$ cat config.mk
export PLATFORM = sky130hd
export DESIGN_NAME = picosoc_bus_arbiter_flat
export DESIGN_NICKNAME = d
export VERILOG_FILES = /design/src/rtl/picosoc_bus_arbiter_pkg.sv /design/src/rtl/picosoc_bus_arbiter_if.sv /design/src/rtl/picosoc_bus_arbiter_rr_pick.sv /design/src/rtl/picosoc_bus_arbiter.sv /design/src/flat_wrapper.sv
export SDC_FILE = /design/constraint.sdc
export NUM_CORES = 1
export LEC_CHECK = 0
export ABC_AREA = 0
export CAP_MARGIN = 10
export CORE_AREA = 2 2 121 123
export CTS_CLUSTER_DIAMETER = 40
export DETAILED_ROUTE_END_ITERATION = 8
export DIE_AREA = 0 0 123 125
export HOLD_SLACK_MARGIN = 0.15
export SETUP_SLACK_MARGIN = 0.2
export SYNTH_ARGS = -nofsm -noshare
export SYNTH_HDL_FRONTEND = slang
export SYNTH_SLANG_ARGS = --single-unit
$ cat constraint.sdc
create_clock -name clk -period 2.7 [get_ports clk]
set_input_delay 0.54 -clock clk [delete_from_list [all_inputs] [get_ports clk]]
set_output_delay 0.54 -clock clk [all_outputs]
set_load 0.02 [all_outputs]
$ cat src/rtl/picosoc_bus_arbiter_pkg.sv
// Shared definitions for the PicoSoC native-bus round-robin arbiter:
// bus widths, the default error read data and the arbiter FSM state type.
package picosoc_bus_arbiter_pkg;

  localparam int unsigned ADDR_W = 32;
  localparam int unsigned DATA_W = 32;
  localparam int unsigned STRB_W = 4;

  localparam logic [DATA_W-1:0] ERR_RDATA_DEFAULT = 32'hDEAD_BEEF;

  typedef enum logic {
    IDLE = 1'b0,
    BUSY = 1'b1
  } state_t;

endpackage

$ cat src/rtl/picosoc_bus_arbiter_if.sv
// Native memory bus bundle: packed per-master request side plus the single slave side.
// The master modport is the arbiter's view; the slave modport is the surrounding SoC's view.
interface picosoc_bus_arbiter_if
  import picosoc_bus_arbiter_pkg::*;
#(
  parameter int unsigned NUM_MASTERS = 2
);

  logic [NUM_MASTERS-1:0]        m_valid;
  logic [NUM_MASTERS-1:0]        m_ready;
  logic [ADDR_W*NUM_MASTERS-1:0] m_addr;
  logic [DATA_W*NUM_MASTERS-1:0] m_wdata;
  logic [STRB_W*NUM_MASTERS-1:0] m_wstrb;
  logic [DATA_W-1:0]             m_rdata;

  logic                          s_valid;
  logic                          s_ready;
  logic [ADDR_W-1:0]             s_addr;
  logic [DATA_W-1:0]             s_wdata;
  logic [STRB_W-1:0]             s_wstrb;
  logic [DATA_W-1:0]             s_rdata;

  modport master (
    input  m_valid, m_addr, m_wdata, m_wstrb, s_ready, s_rdata,
    output m_ready, m_rdata, s_valid, s_addr, s_wdata, s_wstrb
  );

  modport slave (
    output m_valid, m_addr, m_wdata, m_wstrb, s_ready, s_rdata,
    input  m_ready, m_rdata, s_valid, s_addr, s_wdata, s_wstrb
  );

endinterface

$ cat src/rtl/picosoc_bus_arbiter_rr_pick.sv
// Combinational round-robin picker: first requester strictly after `last`, wrapping.
module picosoc_rr_pick #(
  parameter int unsigned N = 2
) (
  input  logic [N-1:0] req,
  input  logic [1:0]   last,
  output logic [1:0]   grant,
  output logic         any
);

  always_comb begin
    grant = '0;
    any   = 1'b0;
    // Nearest offset wins; inner loop keeps every req index constant.
    for (int unsigned k = 1; k <= N; k++) begin
      for (int unsigned i = 0; i < N; i++) begin
        if (!any && req[i] && (i == (32'(last) + k) % N)) begin
          grant = 2'(i);
          any   = 1'b1;
        end
      end
    end
  end

endmodule

$ cat src/rtl/picosoc_bus_arbiter.sv
// Round-robin arbiter sharing one PicoSoC native bus between NUM_MASTERS requesters,
// with a watchdog that force-completes transactions to hung or unmapped slaves.
module picosoc_bus_arbiter
  import picosoc_bus_arbiter_pkg::*;
#(
  parameter int unsigned       NUM_MASTERS    = 2,
  parameter int unsigned       TIMEOUT_CYCLES = 1024,
  parameter logic [DATA_W-1:0] ERR_RDATA      = ERR_RDATA_DEFAULT
) (
  input  logic                  clk,
  input  logic                  resetn,
  picosoc_bus_arbiter_if.master bus,
  output logic [1:0]            grant_id,
  output logic                  err_pulse,
  output logic                  err_flag,
  output logic [ADDR_W-1:0]     err_addr,
  input  logic                  err_clr
);

  localparam int unsigned CNT_W = (TIMEOUT_CYCLES > 0) ? $clog2(TIMEOUT_CYCLES + 1) : 1;

  state_t           state;
  logic [1:0]       grant;
  logic [1:0]       last;
  logic [CNT_W-1:0] cnt;

  logic [1:0]        pick;
  logic              pick_any;
  logic              sel_valid;
  logic [ADDR_W-1:0] sel_addr;
  logic [DATA_W-1:0] sel_wdata;
  logic [STRB_W-1:0] sel_wstrb;
  logic              done;
  logic              timeout;
  logic              complete;
  logic              drop;

  picosoc_rr_pick #(.N(NUM_MASTERS)) u_pick (
    .req   (bus.m_valid),
    .last  (last),
    .grant (pick),
    .any   (pick_any)
  );

  always_comb begin
    sel_valid = 1'b0;
    sel_addr  = '0;
    sel_wdata = '0;
    sel_wstrb = '0;
    for (int unsigned i = 0; i < NUM_MASTERS; i++) begin
      if (grant == 2'(i)) begin
        sel_valid = bus.m_valid[i];
        sel_addr  = bus.m_addr[ADDR_W*i +: ADDR_W];
        sel_wdata = bus.m_wdata[DATA_W*i +: DATA_W];
        sel_wstrb = bus.m_wstrb[STRB_W*i +: STRB_W];
      end
    end
  end

  always_comb begin
    bus.s_valid = (state == BUSY) && sel_valid;
    bus.s_addr  = sel_addr;
    bus.s_wdata = sel_wdata;
    bus.s_wstrb = sel_wstrb;
    done        = bus.s_valid && bus.s_ready;
    // A slave response in the final watchdog cycle takes priority over the timeout.
    timeout     = (TIMEOUT_CYCLES != 0) && bus.s_valid && !bus.s_ready &&
                  (cnt == CNT_W'(TIMEOUT_CYCLES - 1));
    complete    = done || timeout;
    drop        = (state == BUSY) && !sel_valid;
    err_pulse   = timeout;
    bus.m_rdata = timeout ? ERR_RDATA : bus.s_rdata;
    bus.m_ready = '0;
    for (int unsigned i = 0; i < NUM_MASTERS; i++) begin
      bus.m_ready[i] = complete && (grant == 2'(i));
    end
  end

  assign grant_id = grant;

  always_ff @(posedge clk or negedge resetn) begin
    if (!resetn) begin
      state    <= IDLE;
      grant    <= '0;
      last     <= 2'(NUM_MASTERS - 1);
      cnt      <= '0;
      err_flag <= 1'b0;
      err_addr <= '0;
    end else begin
      if (timeout) begin
        err_flag <= 1'b1;
        err_addr <= bus.s_addr;
      end else if (err_clr) begin
        err_flag <= 1'b0;
      end
      case (state)
        IDLE: begin
          if (pick_any) begin
            grant <= pick;
            last  <= pick;
            cnt   <= '0;
            state <= BUSY;
          end
        end
        BUSY: begin
          if (complete || drop) begin
            state <= IDLE;
          end else if (cnt != '1) begin
            cnt <= cnt + CNT_W'(1);
          end
        end
        default: state <= IDLE;
      endcase
    end
  end

endmodule

$ cat src/flat_wrapper.sv
// flat-port wrapper written by rule: the top's interface ports become plain ports
module picosoc_bus_arbiter_flat import picosoc_bus_arbiter_pkg::*;
#(
  parameter int unsigned       NUM_MASTERS    = 2,
  parameter int unsigned       TIMEOUT_CYCLES = 1024,
  parameter logic [DATA_W-1:0] ERR_RDATA      = ERR_RDATA_DEFAULT
)
  (clk, resetn, grant_id, err_pulse, err_flag, err_addr, err_clr, bus_m_valid, bus_m_addr, bus_m_wdata, bus_m_wstrb, bus_s_ready, bus_s_rdata, bus_m_ready, bus_m_rdata, bus_s_valid, bus_s_addr, bus_s_wdata, bus_s_wstrb);
  picosoc_bus_arbiter_if #(.NUM_MASTERS(NUM_MASTERS)) bus_i ();
  input  logic clk;
  input  logic resetn;
  output logic [1:0] grant_id;
  output logic err_pulse;
  output logic err_flag;
  output logic [ADDR_W-1:0] err_addr;
  input  logic err_clr;
  input wire logic [$bits(bus_i.m_valid)-1:0] bus_m_valid;
  input wire logic [$bits(bus_i.m_addr)-1:0] bus_m_addr;
  input wire logic [$bits(bus_i.m_wdata)-1:0] bus_m_wdata;
  input wire logic [$bits(bus_i.m_wstrb)-1:0] bus_m_wstrb;
  input wire logic [$bits(bus_i.s_ready)-1:0] bus_s_ready;
  input wire logic [$bits(bus_i.s_rdata)-1:0] bus_s_rdata;
  output wire logic [$bits(bus_i.m_ready)-1:0] bus_m_ready;
  output wire logic [$bits(bus_i.m_rdata)-1:0] bus_m_rdata;
  output wire logic [$bits(bus_i.s_valid)-1:0] bus_s_valid;
  output wire logic [$bits(bus_i.s_addr)-1:0] bus_s_addr;
  output wire logic [$bits(bus_i.s_wdata)-1:0] bus_s_wdata;
  output wire logic [$bits(bus_i.s_wstrb)-1:0] bus_s_wstrb;
  assign bus_i.m_valid = bus_m_valid;
  assign bus_i.m_addr = bus_m_addr;
  assign bus_i.m_wdata = bus_m_wdata;
  assign bus_i.m_wstrb = bus_m_wstrb;
  assign bus_i.s_ready = bus_s_ready;
  assign bus_i.s_rdata = bus_s_rdata;
  assign bus_m_ready = bus_i.m_ready;
  assign bus_m_rdata = bus_i.m_rdata;
  assign bus_s_valid = bus_i.s_valid;
  assign bus_s_addr = bus_i.s_addr;
  assign bus_s_wdata = bus_i.s_wdata;
  assign bus_s_wstrb = bus_i.s_wstrb;
  picosoc_bus_arbiter #(.NUM_MASTERS(NUM_MASTERS), .TIMEOUT_CYCLES(TIMEOUT_CYCLES), .ERR_RDATA(ERR_RDATA)) u_core (.clk(clk), .resetn(resetn), .bus(bus_i), .grant_id(grant_id), .err_pulse(err_pulse), .err_flag(err_flag), .err_addr(err_addr), .err_clr(err_clr));
endmodule
---- Yosys cells after proc, flatten, opt, wreduce, memory -nomap -nowiden ----
Cells that the tools add are included.
operators by class
  $add $sub $neg .......................... 3
  shifts and indexed selects .............. 0
  bitwise logic cells ..................... 1
  multiply operators ...................... 0
  order comparisons ....................... 0
  equality and inequality tests ........... 6
  reduce and logical (&&, ||, !) cells .... 27
  mux-type cells .......................... 25
  divide/modulo/power cells ............... 0
operators with widths
  operator               count
  $mux 32                5
  $logic_not 32->1       2
  $mux 11                3
  $pmux 11 s2            1
  $logic_and 1x1->1      14
  $add 11x1->11 const B  1
  $eq 11x10->1 const B   1
  $mux 1                 11
  $ne 11x11->1 const B   1
  $mux 4                 2
  $logic_not 1->1        5
  $mux 2                 2
  $ne 2x2->1 const B     2
  $reduce_and 3->1       1
  $add 1x1->1 const B    2
  $eq 2x1->1 const B     1
  $logic_not 2->1        1
  $logic_or 1x1->1       2
  $ne 2x1->1 const B     1
  $pmux 1 s2             1
  $reduce_and 2->1       1
  $reduce_bool 2->1      1
  $not 1->1              1
storage, ports and cells
  input port bits ......................... 174
  register bits after elaboration ......... 48
  bits in writable memories ............... 0
  memories kept ........................... 0
  bits in latches ......................... 0
  memory bits (read-only) ................. 0
  word-level logic and storage cells ...... 68

---- Longest topological paths before layout ----
Gate-level depths: netlist (run 1).
  word-level depth ........................ 18
  depth in mapped cells ................... 8
  gate-level depth less buffers ........... 5

---- By module ----
Synthesis (run 1) repeated with hierarchy kept, for this count alone.
unflattened totals
  cell total of the unflattened synthesis .. 354
  area, all modules ....................... 3402.0 um^2
modules (own cells, without submodules)
  module               cells an instance  instances  area an instance (um^2)  seq. area each (um^2)
  picosoc_bus_arbiter  350                1          3377.0                   1202.4
  picosoc_rr_pick      4                  1          25.0                     0.0

---- Worst setup path after synthesis (run 1) ----
No wires, ideal clock.
  path type ............................... register to output
  from .................................... register u_core.grant[0], in the netlist u_core.grant_id[0]
  to ...................................... output bus_m_rdata[10]
  setup slack ............................. 281 ps
  data arrival time ....................... 1879 ps
  data required time ...................... 2160 ps
  stages on the path, launching flop included .. 9
  cell sequence ........................... dfrtp_1 -> buf_4 -> mux2i_1 -> or3_1 -> buf_2 -> nand2b_4 -> buf_6 -> clkbuf_1 -> nand2b_1
on the way
  longest elaborated chain between the ends .. 7
ends and longest elaborated chain
  item                              line                       source
  start, declared                   picosoc_bus_arbiter.sv:23  logic [1:0] grant;
  start signal, assigned            picosoc_bus_arbiter.sv:99  grant <= pick;
  $logic_not 2->1                   picosoc_bus_arbiter.sv:51  if (grant == 2'(i)) begin
  $mux 1                            picosoc_bus_arbiter.sv:51
  $mux 1 *                          picosoc_bus_arbiter.sv:51
  $logic_and 1x1->1 *               picosoc_bus_arbiter.sv:61  bus.s_valid = (state == BUSY) && sel_valid;
  $logic_and 1x1->1 * (2 in a row)  picosoc_bus_arbiter.sv:67  timeout = (TIMEOUT_CYCLES != 0) && bus.s_valid && !bus.s_ready &&
  $mux 32 *                         picosoc_bus_arbiter.sv:72  bus.m_rdata = timeout ? ERR_RDATA : bus.s_rdata;
  end, declared                     flat_wrapper.sv:24         output wire logic [$bits(bus_i.m_rdata)-1:0] bus_m_rdata;
Mark *: on every way between the ends. The rest lies on a longest branch, timed or not.

---- Final worst setup path (run 1) ----
  from .................................... register u_core.grant[0], in the netlist u_core.grant_id[0]
  to ...................................... output bus_m_rdata[5]
Same word-level chain as after synthesis.

==> flow_summary.toml, run 1 <==
[yosys]
async_flop_share_pct = 100
syn_avg_cell_area_um2 = 11.4
netlist.area_leader.share_pct = 37.6
synth-edff-count = 0
ys_ff_latch = 47
synth_area_leaders = "dfrtp_1 38%, mux2_2 35%, nand2b_1 4.9%"
syn_nets = 444
synth_top_area_cell = "dfrtp_1"
yosysWarnings = 0
synthDistinctLibCells = 38
synth.cell_area_um2 = 3060
synth-main-ff-cell = "dfrtp_1"
postSynthCellCount = 269
yosysSeqAreaShare_pct = 38.4

[cts]
htree_num_levels = 2
cts-root-buf = "clkbuf_16"
clk_pin_slew_worst_paths_ns = 0.06
tritoncts = "done"
cts_made_buffers = 5
clockBufferDepth = 2
clkLatencyLatePin_ns = 0.28
cts.sinks = 47

[sta]
finalCritPeriodShare_pct = 96.0
timing.hold.ws_ns = 0.494
max_freq_mhz = 386
finalMaxSlewViolations = 0
finalSetupViolCount = 0
finalCriticalPeriod_ns = 2.59
max_slew_margin_pct = 62.3
rsz0062_at_grt = "yes"
setup_ws_ns = 0.109
tightestPinTransition_ns = 0.561
fin_skew_ns = 0.00621
fin_setup_tns_ns = 0
hold_violations = 0

[place]
place_area_um2 = 6470
dp.cells = 763
dp_slack_ns = -0.382
place_hpwl_mm = 10.5
gp_congestion = 0.799
io_buffers = 311

[worst_setup_path]
cp.arrival_ns = 2.05
end_kind = "output pin"
cp_cell_sequence = "mux2i_2, or3_4, nand2b_4, bufbuf_16, nand2b_1, buf_6"
path_class = "reg2out"
cpPeakStageDelay_ns = 0.47
critPathRequiredTime_ns = 2.16
crit_fanout = 6
cp-start-kind = "flip-flop"
critPathSlowestCell = "dfrtp_2"

[die]
core_area_um2 = 14200
ios = 313
start_util_pct = 21.6
dieArea_um2 = 15400
std_cell_rows = 44
die_y_um = 125
die_w_um = 123

[global_routing]
antenna_found_initial = 0
grt_pass1_wl_mm = 19.8
grtUsageTotal_pct = 16.7
grt_max_degree = 37
overflow = 0
grt_pass1_vias = 3565

[run]
maxCapViolCount = 0

[route]
vias_per_cell = 4.30
dr.pass1.iters = 4
routedWlPerCell_um = 17.9
ant_nets = 0
met3_length_mm = 1.22
top_layer = "met4"
met1_length_mm = 5.04
wirelength_mm = 14.1
wl_met2_mm = 7.60
drc = 0
num_vias = 3380
drtIter0Drc = 89

[finish]
diodes = 0
fin_util_pct = 50.5
finalNonFillerCells = 786
drive_gt1_share_pct = 33.9
final_nets = 777
final_area_um2 = 7180
fill_cells = 1273
area_growth_pct = 134

[pwr]
irDropWorstVdd_mv = 0.306
p_per_area_nw_per_um2 = 556
power_mw = 3.99
p_leak_nw = 3.63

[outcome]
outcome = "finished, final reports clean"

[min_path]
worstHoldPathType = "reg2reg"
[path summary, 6_finish.rpt]
kind	cells past startpoint	slack [ns]	start	end
min reg2reg	2	0.49	u_core.last[0]$_DFFE_PN1P_	u_core.last[0]$_DFFE_PN1P_
max	6	0.11	u_core.grant_id[0]$_DFFE_PN0P_	bus_m_rdata[5]
min in group asynchronous	2	0.63	resetn	u_core.err_addr[9]$_DFFE_PN0P_
max in group asynchronous	3	1.46	resetn	u_core.last[0]$_DFFE_PN1P_
min	2	0.49	u_core.last[0]$_DFFE_PN1P_	u_core.last[0]$_DFFE_PN1P_
max reg2reg	8	0.39	u_core.grant_id[0]$_DFFE_PN0P_	u_core.err_addr[15]$_DFFE_PN0P_
[Yosys cell counts, types with 2 or more instances]
cell	number
a211o_1	3
and2_1	9
and3_1	3
and4_1	2
buf_2	3
buf_4	2
buf_6	2
clkbuf_1	10
dfrtp_1	46
inv_1	5
mux2_2	95
mux2_4	6
mux2i_1	2
nand2_1	13
nand2b_1	24
nand3_1	2
nand4_1	2
nor2_1	7
nor3_1	6
o21ai_0	6
o22a_1	4
[cells in the final DEF, fill, tap and decap left out, types with 3 or more instances in the layout]
cell and count:
and2_1 4, a211o_1 3, buf_4 18, nand2b_4 14
mux2_4 6, nand2_1 13, clkbuf_16 6, nand2b_1 11
mux2_2 95, nor3_1 6, dfrtp_1 45, o22a_1 4
clkbuf_2 4, and2_4 5, buf_12 6, bufbuf_16 3
o21ai_0 6, buf_16 3, inv_1 5, dlygate4sd2_1 22
and3_1 3, buf_6 32, dlymetal6s2s_1 50, nor2_1 7
clkdlybuf4s50_1 203
[registers in the layout, summed over array words and instances, names as in the netlist]
name,cells
u_core.grant_id,1
u_core.state,1
u_core.cnt,11
u_core.err_addr,32
u_core.err_flag,1
u_core.last,1
[critical path, delay by kind of cell (launching register included)]
| family | cells | cell delay (ns) |
|---|---|---|
| AND/OR/NAND/NOR | 3 | 0.69 |
| flip-flops | 1 | 0.47 |
| buffers and inverters | 2 | 0.43 |
| multiplexers | 1 | 0.18 |
[cell families after synthesis]
family / synth area share (%)
AOI/OAI and AO/OA: 4.74
adders and majority gates: 0.408
buffers and inverters: 3.68
DFF: 38.4
muxes: 38.5
other: 0.122
and+or+nand+nor: 14.1
[timing repair]
| action | CTS | global route |
|---|---|---|
| setup endpoints to repair | 104 | 85 |
| gates resized for setup | 175 | 122 |
| cloned | 5 | 1 |
| pin swaps | 3 | 5 |
| buffers inserted | 4 | 5 |
| hold buffers | 1 | 0 |
| hold endpoints to repair | 6 | 0 |
[area by class of cell]
type / count / area, um^2 / area share, %
timing repair buffer: 344 / 3710 / 51.6
multi-input combinational: 199 / 1900 / 26.5
sequential: 47 / 1180 / 16.4
tap: 184 / 230 / 3.21
clock buffer: 6 / 139 / 1.94
inverter: 5 / 18.8 / 0.262
clock inverter: 1 / 5.00 / 0.0697
[report_power, final]
group,total (mW),switching (mW),internal (mW)
Sequential,0.824,0.0623,0.762
Clock,0.607,0.245,0.361
Combinational,2.56,1.15,1.41
Total,3.99,1.46,2.53
[layer usage]
layer | up-vias | GRT usage [%]
met5 | - | 0
met4 | 0 | 3.21
met3 | 15 | 4.11
met2 | 184 | 32.2
met1 | 1563 | 18.1
li1 | 1618 | -
(Power assumes the default switching activity.)
==> run 2, diff against run 1 <==
CAP_MARGIN = unset   (was 10)
REMOVE_ABC_BUFFERS = 1   (was unset)
==> run 2 against run 1 <==
Register-to-register slack hardly changed. Die area did not move. Combinational power fell by 3%. Setup slack improved by 0.095 ns. Global-route usage up 1.7 points. Largest cell class unchanged. Highest routed layer unchanged.
==> flow_summary.toml, run 2 (same netlist as run 1, synthesis figures left out) <==
[outcome]
outcome = "finished, final reports clean"

[finish]
top_register = "u_core.err_addr"
fill_cells = 1348
finalNonFillerCells = 789
ff_latch_area_um2 = 1180
multiInputGateArea_um2 = 1890
layout_commonest_cell = "clkdlybuf4s50_1"
area_growth_pct = 122
drive_gt1_share_pct = 31.9
final_nets = 779
diodes = 0
top_regs = "u_core.err_addr: 32 flops, u_core.cnt: 11 flops"
largest_reg_flops = 32
mostFrequentLayoutCells = "212 x clkdlybuf4s50_1, 95 x mux2_2, 43 x dfrtp_1"

[cts]
htree_num_levels = 2
clkLatencyLatePin_ns = 0.28
clockBufferDepth = 2
clk_pin_slew_worst_paths_ns = 0.06
cts_made_buffers = 5
cts-root-buf = "clkbuf_16"
cts.sinks = 47
tritoncts = "done"

[die]
start_util_pct = 21.6
dieArea_um2 = 15400
die_w_um = 123
std_cell_rows = 44
ios = 313
core_area_um2 = 14200
die_y_um = 125

[sta]
max_slew_margin_pct = 38.5
finalMaxSlewViolations = 0
tightestPinTransition_ns = 0.922
finalSetupViolCount = 0
finalCriticalPeriod_ns = 2.50
fin_skew_ns = 0.00598
rsz0062_at_grt = "yes"
finalCritPeriodShare_pct = 92.4
max_freq_mhz = 401
hold_violations = 0

[global_routing]
grtUsageTotal_pct = 18.3
overflow = 0
grt_pass1_wl_mm = 21.5
grt_pass1_vias = 3598
antenna_found_initial = 0
grt_max_degree = 40

[route]
num_vias = 3402
routedWlPerCell_um = 18.9
wirelength_mm = 14.9
vias_per_cell = 4.31
dr.pass1.iters = 4
ant_nets = 0
drtIter0Drc = 75
drc = 0

[worst_setup_path]
cp_cell_sequence = "buf_16, mux2_2, clkdlybuf4s50_1"
critPathRequiredTime_ns = 2.16
rr_worst_depth = 7
path_class = "reg2out"
worst-path-stages = 3
path_delay_family = "buffers and inverters"
critPathSlowestCell = "clkdlybuf4s50_1"
crit_buf_inv = 2
cpPeakStageDelay_ns = 0.56
end_kind = "output pin"
crit_fanout = 18
cp.arrival_ns = 1.96
cp-start-kind = "flip-flop"

[pwr]
p_per_area_nw_per_um2 = 577
irDropWorstVdd_mv = 0.260
power_mw = 3.92
p_leak_nw = 3.29

[place]
dp.cells = 761
io_buffers = 311
place_hpwl_mm = 10.8
gp_congestion = 0.788

[run]
maxCapViolCount = 0

[min_path]
worstHoldPathType = "in2async"
## run 2: worst register-to-register path, stage by stage, from the launching register on
cell	delay [ns]
dfrtp_2	0.50
mux2i_2	0.19
or3_4	0.41
nand2b_4	0.22
buf_4	0.16
buf_4	0.14
buf_4	0.23
mux2_4	0.34
## run 2: metal layers
layer  GRT usage (%)  wire length (um)  vias to the layer above
met5               0                 0                        -
met4            1.94                53                        0
met3            3.56              1060                        5
met2            34.7              7870                      126
met1            21.8              5900                     1640
li1                -                 -                     1631
## run 2: area by class of cell
| class | count | area share [%] |
|---|---|---|
| Clock buffer | 7 | 1.95 |
| Clock inverter | 1 | 0.0737 |
| Inverter | 5 | 0.277 |
| Multi-Input combinational cell | 205 | 27.9 |
| Sequential cell | 47 | 17.4 |
| Tap cell | 184 | 3.39 |
| Timing Repair Buffer | 340 | 49.0 |
## run 2: where the power goes
part / switching (mW) / internal [mW] / total (mW)
clock: 0.256 / 0.343 / 0.598
sequential: 0.0640 / 0.762 / 0.826
combinational: 1.16 / 1.33 / 2.49
total: 1.48 / 2.44 / 3.92
## run 2: path summary, 6_finish.rpt
path	startpoint	endpoint	slack (ns)
min	resetn	u_core.err_addr[9]$_DFFE_PN0P_	0.39
max reg2reg	u_core.grant_id[0]$_DFFE_PN0P_	u_core.err_addr[20]$_DFFE_PN0P_	0.39
min in group clk	u_core.last[0]$_DFFE_PN1P_	u_core.last[0]$_DFFE_PN1P_	0.49
max	u_core.grant_id[0]$_DFFE_PN0P_	bus_s_addr[12]	0.20
min reg2reg	u_core.last[0]$_DFFE_PN1P_	u_core.last[0]$_DFFE_PN1P_	0.49
max in group asynchronous	resetn	u_core.err_addr[27]$_DFFE_PN0P_	1.67
## run 2: metrics by stage
| step | setup TNS, ns | hold WS [ns] | utilization (%) | instance area (um^2) | setup WS (ns) |
|---|---|---|---|---|---|
| after global placement | -12.90 | 0.475 | 45.3 | 6430 | -0.412 |
| final | 0 | 0.391 | 47.8 | 6790 | 0.204 |
| after detailed placement | -14.76 | 0.489 | 45.3 | 6430 | -0.465 |
| after CTS | 0 | 0.432 | 46.9 | 6660 | 0.118 |
| after global routing | 0 | 0.466 | 47.8 | 6790 | 0.158 |
| after floorplan | -86.52 | 0.244 | - | 2970 | -1.25 |
## run 2: repair_timing
item,in CTS,in global routing
pin swaps,1,4
gates resized for setup,186,43
endpoints found under the setup margin,104,93
hold buffers,0,0
cloned,8,1
buffers inserted,7,4
